**config.mk**
```make
export PLATFORM = sky130hd
export DESIGN_NAME = alu_ctrl_stage
export DESIGN_NICKNAME = d
export VERILOG_FILES = /design/src/rtl/alu_ctrl_stage.sv
export SDC_FILE = /design/constraint.sdc
export NUM_CORES = 1
export LEC_CHECK = 0
export ABC_AREA = 1
export CORE_MARGIN = 10
export CORE_UTILIZATION = 40
export DETAILED_ROUTE_END_ITERATION = 6
export PLACE_DENSITY = 0.69
export SYNTH_ARGS = -nofsm -noshare
export SYNTH_HDL_FRONTEND = slang
export SYNTH_SLANG_ARGS = --single-unit
```
**constraint.sdc**
```tcl
create_clock -name clk -period 2.3 [get_ports clk]
set_clock_uncertainty 0.15 [all_clocks]
set_input_delay 0.69 -clock clk [delete_from_list [all_inputs] [get_ports clk]]
set_output_delay 0.69 -clock clk [all_outputs]
set_load 0.02 [all_outputs]
```
**src/rtl/alu_ctrl_stage.sv**
```systemverilog
// alu_ctrl_stage
// One pipeline stage between fetch and execute. It takes instruction words
// over a valid/ready handshake and decodes the 5-bit opcode into a one-hot
// ALU select and a flag-write enable. LDM/LDD/STD are followed by an
// immediate word; the stage joins the two words into a single registered
// bundle. A synchronous flush discards both held and pending work.

module alu_ctrl_stage #(
   parameter int INST_W      = 16,
   parameter bit TWO_WORD_EN = 1'b1
) (
   input  logic              clk,
   input  logic              rst,
   input  logic              in_valid,
   output logic              in_ready,
   input  logic [INST_W-1:0] in_inst,
   input  logic              flush,
   output logic              out_valid,
   input  logic              out_ready,
   output logic [6:0]        out_alu_sel,
   output logic              out_flag_we,
   output logic [4:0]        out_opcode,
   output logic [INST_W-1:0] out_inst,
   output logic [INST_W-1:0] out_imm,
   output logic              out_imm_valid
);

   // Opcodes that need special handling
   localparam logic [4:0] OP_ADD  = 5'b00000;
   localparam logic [4:0] OP_SETC = 5'b00001;
   localparam logic [4:0] OP_INC  = 5'b00010;
   localparam logic [4:0] OP_CLRC = 5'b00011;
   localparam logic [4:0] OP_LDM  = 5'b00111;
   localparam logic [4:0] OP_STD  = 5'b01110;
   localparam logic [4:0] OP_LDD  = 5'b01111;
   localparam logic [4:0] OP_DEC  = 5'b10000;
   localparam logic [4:0] OP_SUB  = 5'b10001;
   localparam logic [4:0] OP_OR   = 5'b10010;
   localparam logic [4:0] OP_AND  = 5'b10011;
   localparam logic [4:0] OP_SHL  = 5'b10100;
   localparam logic [4:0] OP_SHR  = 5'b10101;
   localparam logic [4:0] OP_NOT  = 5'b10110;
   localparam logic [4:0] OP_NOP  = 5'b11111;

   typedef enum logic [0:0] {
      ST_IDLE = 1'b0,   // next word is an instruction
      ST_IMM  = 1'b1    // first word held, next word is its immediate
   } state_t;

   state_t              r_state;
   state_t              w_state_next;

   logic [INST_W-1:0]   r_first;
   logic                r_out_valid;
   logic [6:0]          r_alu_sel;
   logic                r_flag_we;
   logic [4:0]          r_opcode;
   logic [INST_W-1:0]   r_inst;
   logic [INST_W-1:0]   r_imm;
   logic                r_imm_valid;

   logic                w_in_ready;
   logic                w_accept;
   logic [4:0]          w_in_opcode;
   logic                w_two_word;
   logic                w_latch_first;
   logic                w_load;
   logic [INST_W-1:0]   w_load_inst;
   logic [INST_W-1:0]   w_load_imm;
   logic                w_load_imm_valid;
   logic [4:0]          w_load_opcode;
   logic [6:0]          w_dec_sel;
   logic                w_dec_flag_we;

   // A word can only be taken when the output slot is free or being drained
   // this cycle; this also applies to the immediate, since it completes a bundle.
   assign w_in_ready  = !flush && (!r_out_valid || out_ready);
   assign w_accept    = in_valid && w_in_ready;
   assign w_in_opcode = in_inst[INST_W-1 -: 5];
   assign w_two_word  = TWO_WORD_EN &&
                        ((w_in_opcode == OP_LDM) ||
                         (w_in_opcode == OP_STD) ||
                         (w_in_opcode == OP_LDD));

   // Next-state and load control; flush forces IDLE and blocks acceptance
   always_comb begin
      w_state_next     = r_state;
      w_latch_first    = 1'b0;
      w_load           = 1'b0;
      w_load_inst      = in_inst;
      w_load_imm       = '0;
      w_load_imm_valid = 1'b0;
      if (flush) begin
         w_state_next = ST_IDLE;
      end else begin
         case (r_state)
            ST_IDLE: begin
               if (w_accept) begin
                  if (w_two_word) begin
                     w_latch_first = 1'b1;
                     w_state_next  = ST_IMM;
                  end else begin
                     w_load = 1'b1;
                  end
               end
            end
            ST_IMM: begin
               // The word accepted here is data only and is never decoded
               if (w_accept) begin
                  w_load           = 1'b1;
                  w_load_inst      = r_first;
                  w_load_imm       = in_inst;
                  w_load_imm_valid = 1'b1;
                  w_state_next     = ST_IDLE;
               end
            end
            default: begin
               w_state_next = ST_IDLE;
            end
         endcase
      end
   end

   assign w_load_opcode = w_load_inst[INST_W-1 -: 5];

   // Opcode to one-hot ALU select; everything not listed falls back to ADD
   always_comb begin
      w_dec_sel = 7'b0000001;
      case (w_load_opcode)
         OP_NOP:          w_dec_sel = 7'b0000000;
         OP_DEC, OP_SUB:  w_dec_sel = 7'b0000010;
         OP_AND:          w_dec_sel = 7'b0000100;
         OP_OR:           w_dec_sel = 7'b0001000;
         OP_NOT:          w_dec_sel = 7'b0010000;
         OP_SHR:          w_dec_sel = 7'b0100000;
         OP_SHL:          w_dec_sel = 7'b1000000;
         default:         w_dec_sel = 7'b0000001;
      endcase
   end

   // Opcodes whose result updates the condition code register
   always_comb begin
      w_dec_flag_we = 1'b0;
      case (w_load_opcode)
         OP_ADD, OP_SETC, OP_INC, OP_CLRC,
         OP_DEC, OP_SUB, OP_OR, OP_AND,
         OP_SHL, OP_SHR, OP_NOT:  w_dec_flag_we = 1'b1;
         default:                 w_dec_flag_we = 1'b0;
      endcase
   end

   // FSM state register
   always_ff @(posedge clk or posedge rst) begin
      if (rst) begin
         r_state <= ST_IDLE;
      end else begin
         r_state <= w_state_next;
      end
   end

   // Holds the first word of a two-word op while waiting for its immediate
   always_ff @(posedge clk or posedge rst) begin
      if (rst) begin
         r_first <= '0;
      end else if (w_latch_first) begin
         r_first <= in_inst;
      end
   end

   // Output bundle register: load wins over consume, flush wins over both
   always_ff @(posedge clk or posedge rst) begin
      if (rst) begin
         r_out_valid <= 1'b0;
         r_alu_sel   <= '0;
         r_flag_we   <= 1'b0;
         r_opcode    <= '0;
         r_inst      <= '0;
         r_imm       <= '0;
         r_imm_valid <= 1'b0;
      end else if (flush) begin
         r_out_valid <= 1'b0;
      end else if (w_load) begin
         r_out_valid <= 1'b1;
         r_alu_sel   <= w_dec_sel;
         r_flag_we   <= w_dec_flag_we;
         r_opcode    <= w_load_opcode;
         r_inst      <= w_load_inst;
         r_imm       <= w_load_imm;
         r_imm_valid <= w_load_imm_valid;
      end else if (r_out_valid && out_ready) begin
         r_out_valid <= 1'b0;
      end
   end

   assign in_ready      = w_in_ready;
   assign out_valid     = r_out_valid;
   assign out_alu_sel   = r_alu_sel;
   assign out_flag_we   = r_flag_we;
   assign out_opcode    = r_opcode;
   assign out_inst      = r_inst;
   assign out_imm       = r_imm;
   assign out_imm_valid = r_imm_valid;

endmodule
```
==> results.json <==
{
  "outcome": "finished clean",
  "rsz0062_at_grt": "no",
  "synth_fa_ha_area_frac": 0,
  "synth_area_um2": 2530,
  "slew_violations": 0,
  "die_h_um": 99.6,
  "ys_types": 26,
  "fin_cells": 447,
  "synthArstFlopShare": 1.00,
  "critical_path_class": "in -> out",
  "numCtsBuffers": 9,
  "grt_use_total": 0.127,
  "grt_overflow": 0,
  "ios": 69,
  "multi_input_area_um2": 850,
  "ir_drop_uv": 401,
  "met2_usage": 0.186,
  "synthMuxAreaShare": 0,
  "syn_to_final_growth_pct": 43.2,
  "synth_edf_count": 0,
  "cts_setup_buffers": 0,
  "yosysTopAreaCell": "dfrtp_1",
  "synthCells": 283,
  "fin_util": 0.603,
  "regArea_um2": 1480,
  "met3_usage": 0.0588,
  "htree_num_levels": 3,
  "synth_xor_area_frac": 0,
  "routed_wl_um": 6010,
  "core_um2": 6030,
  "grt_pass1_vias": 2162,
  "diodes": 0,
  "critPathRequiredTime_ns": 1.46,
  "clkTransAtPathRegs_ns": 0.07,
  "grt_pass1_wl_um": 10400,
  "portBuffers": 68,
  "final_nets": 388,
  "cts_tree": "done",
  "dp.cells": 431,
  "crit_chain": "clkdlybuf4s50_1 > a21oi_2 > buf_6",
  "yosys-top-cells-count": "nand2_1, dfrtp_1, o21ai_0",
  "ys_seq_elements": 59,
  "place_congestion": 0.832,
  "ant_nets": 0,
  "worstSkewPairLatency_ns": 0.33,
  "die_w_um": 99.6,
  "drc": 0,
  "startpoint_type": "primary input",
  "rows": 28,
  "top_usage_layer": "met2",
  "endpoint_kind": "primary output",
  "synth_area_leaders": "dfrtp_1, nand2_1, o21ai_0, inv_1, buf_4",
  "nFillCells": 529,
  "cp_slowest_cell": "clkdlybuf4s50_1",
  "min_path_type": "reg -> reg",
  "drive_gt1_frac": 0.151,
  "ys_seq_area_frac": 0.582,
  "setup_viol": 0,
  "power.leakage_nw": 1.79,
  "syn_area_per_cell_um2": 8.96,
  "grt_max_degree": 60,
  "slew_headroom": 0.790,
  "cellPowerDensity_nw_per_um2": 781,
  "critPathTopFamily": "buffers and inverters",
  "arrival_ns": 1.42,
  "firstDrtPassIters": 4,
  "cts.sinks": 59,
  "clockBufferDepth": 2,
  "vias": 2098,
  "yosysMostFrequentCell": "nand2_1",
  "total_power_mw": 2.84,
  "antenna_found_initial": 0,
  "critPathMaxFanout": 2,
  "synth_compound_area_frac": 0.138,
  "synth_top_family_by_area": "simple AND/OR/NAND/NOR gates",
  "yosys.area.top_type_share": 0.582,
  "synth_flop_cell": "dfrtp_1",
  "dieArea_um2": 9920,
  "routedWlPerCell_um": 13.4,
  "vias_per_cell": 4.69,
  "drv_cap": 0,
  "cpPeakStageDelay_ns": 0.44,
  "max_clock_freq_mhz": 443,
  "finalHoldViolCount": 0,
  "period_minus_slack_ns": 2.26,
  "root_buffer": "clkbuf_8",
  "start_util": 0.421,
  "period_share": 0.982,
  "synth-simple-area-share": 0.196,
  "synth_nets": 304,
  "grt_util_met1": 0.155,
  "dp_hpwl_um": 4410,
  "drtIter0Drc": 101,
  "totalNegativeSetupSlack_ns": 0,
  "yosysWarnings": 0,
  "tightestPinTransition_ns": 0.314,
  "cp_num_buf_inv": 2
}
[worst paths after layout]
| path | startpoint | end | slack, ns | cells after the start |
|---|---|---|---|---|
| worst max-delay path | flush | in_ready | 0.04 | 3 |
| worst min-delay path | out_inst[7]$_DFFE_PP0P_ | out_inst[7]$_DFFE_PP0P_ | 0.33 | 2 |
| worst max register to register | out_valid$_DFFE_PP0P_ | out_alu_sel[0]$_DFFE_PP0P_ | 0.68 | 9 |
| worst min register to register | out_inst[7]$_DFFE_PP0P_ | out_inst[7]$_DFFE_PP0P_ | 0.33 | 2 |
| max in group asynchronous | rst | out_imm[11]$_DFFE_PP0P_ | 1.15 | 3 |
| min in group asynchronous | rst | out_opcode[0]$_DFFE_PP0P_ | 0.60 | 3 |
[sequential cells by signal (all words and copies together), names as in the netlist]
register / cells
out_opcode: 5
out_flag_we: 1
out_alu_sel: 7
out_imm: 16
r_first: 16
out_valid: 1
out_imm_valid: 1
r_state: 1
out_inst: 11
[through the flow]
stage	hold slack, ns	area (um^2)	worst slack (ns)
2_1_floorplan	0.285	2530	0.00366
3_3_place_gp	0.307	3400	-0.520
3_5_place_dp	0.314	3400	-0.536
4_1_cts	0.332	3630	0.0343
5_1_grt	0.356	3630	0.000148
6_report	0.328	3630	0.0404
[timing repair]
action	4_1_cts	5_1_grt
setup endpoints to repair	1	0
hold buffers	0	0
resized for setup	9	0
endpoints found under the hold margin	0	0
[area by class of cell]
| cell class | count | share of cell area |
|---|---|---|
| well taps | 75 | 0.0258 |
| inverters | 28 | 0.0289 |
| repair buffers | 91 | 0.242 |
| clock buffers | 12 | 0.0427 |
| clock inverters | 4 | 0.0200 |
| multi-input cells | 178 | 0.234 |
| flip-flops and latches | 59 | 0.407 |
[report_power, final]
group / internal (mW) / total (mW) / switching, mW
Combinational: 0.261 / 0.546 / 0.284
Clock: 0.668 / 1.07 / 0.401
Sequential: 1.16 / 1.22 / 0.0673
[cell usage in the layout (no fill, tap or decap)]
cell type        instances
dfrtp_1                 59
nand4_1                  3
inv_2                    4
clkbuf_8                11
o21ai_4                  2
clkinvlp_4               1
dlygate4sd2_1            1
nand2_1                 90
clkbuf_1                 1
a22o_1                   1
nand2_4                  1
nor2_2                   2
nor3_1                   1
bufinv_16                2
nand4_2                  1
inv_1                   24
o21a_1                   1
buf_4                   21
o21ai_1                  5
nand3_4                  1
nand3_1                  3
a21oi_1                  1
o21ai_0                 53
clkdlybuf4s50_1         66
a21oi_2                  1
buf_6                    1
nand2_2                  3
or2_2                    1
clkinv_2                 1
buf_12                   2
nand3b_1                 1
nor2_1                   6
nor2_4                   1
[logic make-up after synthesis]
logic type	count (synthesis)
buffers and inverters	46
AO/OA/AOI/OAI	64
AND/OR/NAND/NOR	114
flip-flops	59
[worst register-to-register path: cells and delay by family (launching register included)]
kind,cells,cell delay (ns)
flip-flops,1,0.41
buffers and inverters,1,0.20
AND/OR/NAND/NOR,7,0.63
AO/OA/AOI/OAI,1,0.11
[per-layer routing]
layer | vias up | share of wire
met2 | 61 | 0.44
met1 | 966 | 0.46
met4 | 0 | 0.017
met5 | - | 0
li1 | 1061 | -
met3 | 10 | 0.089
No activity file was read; power rests on OpenSTA's default activity.
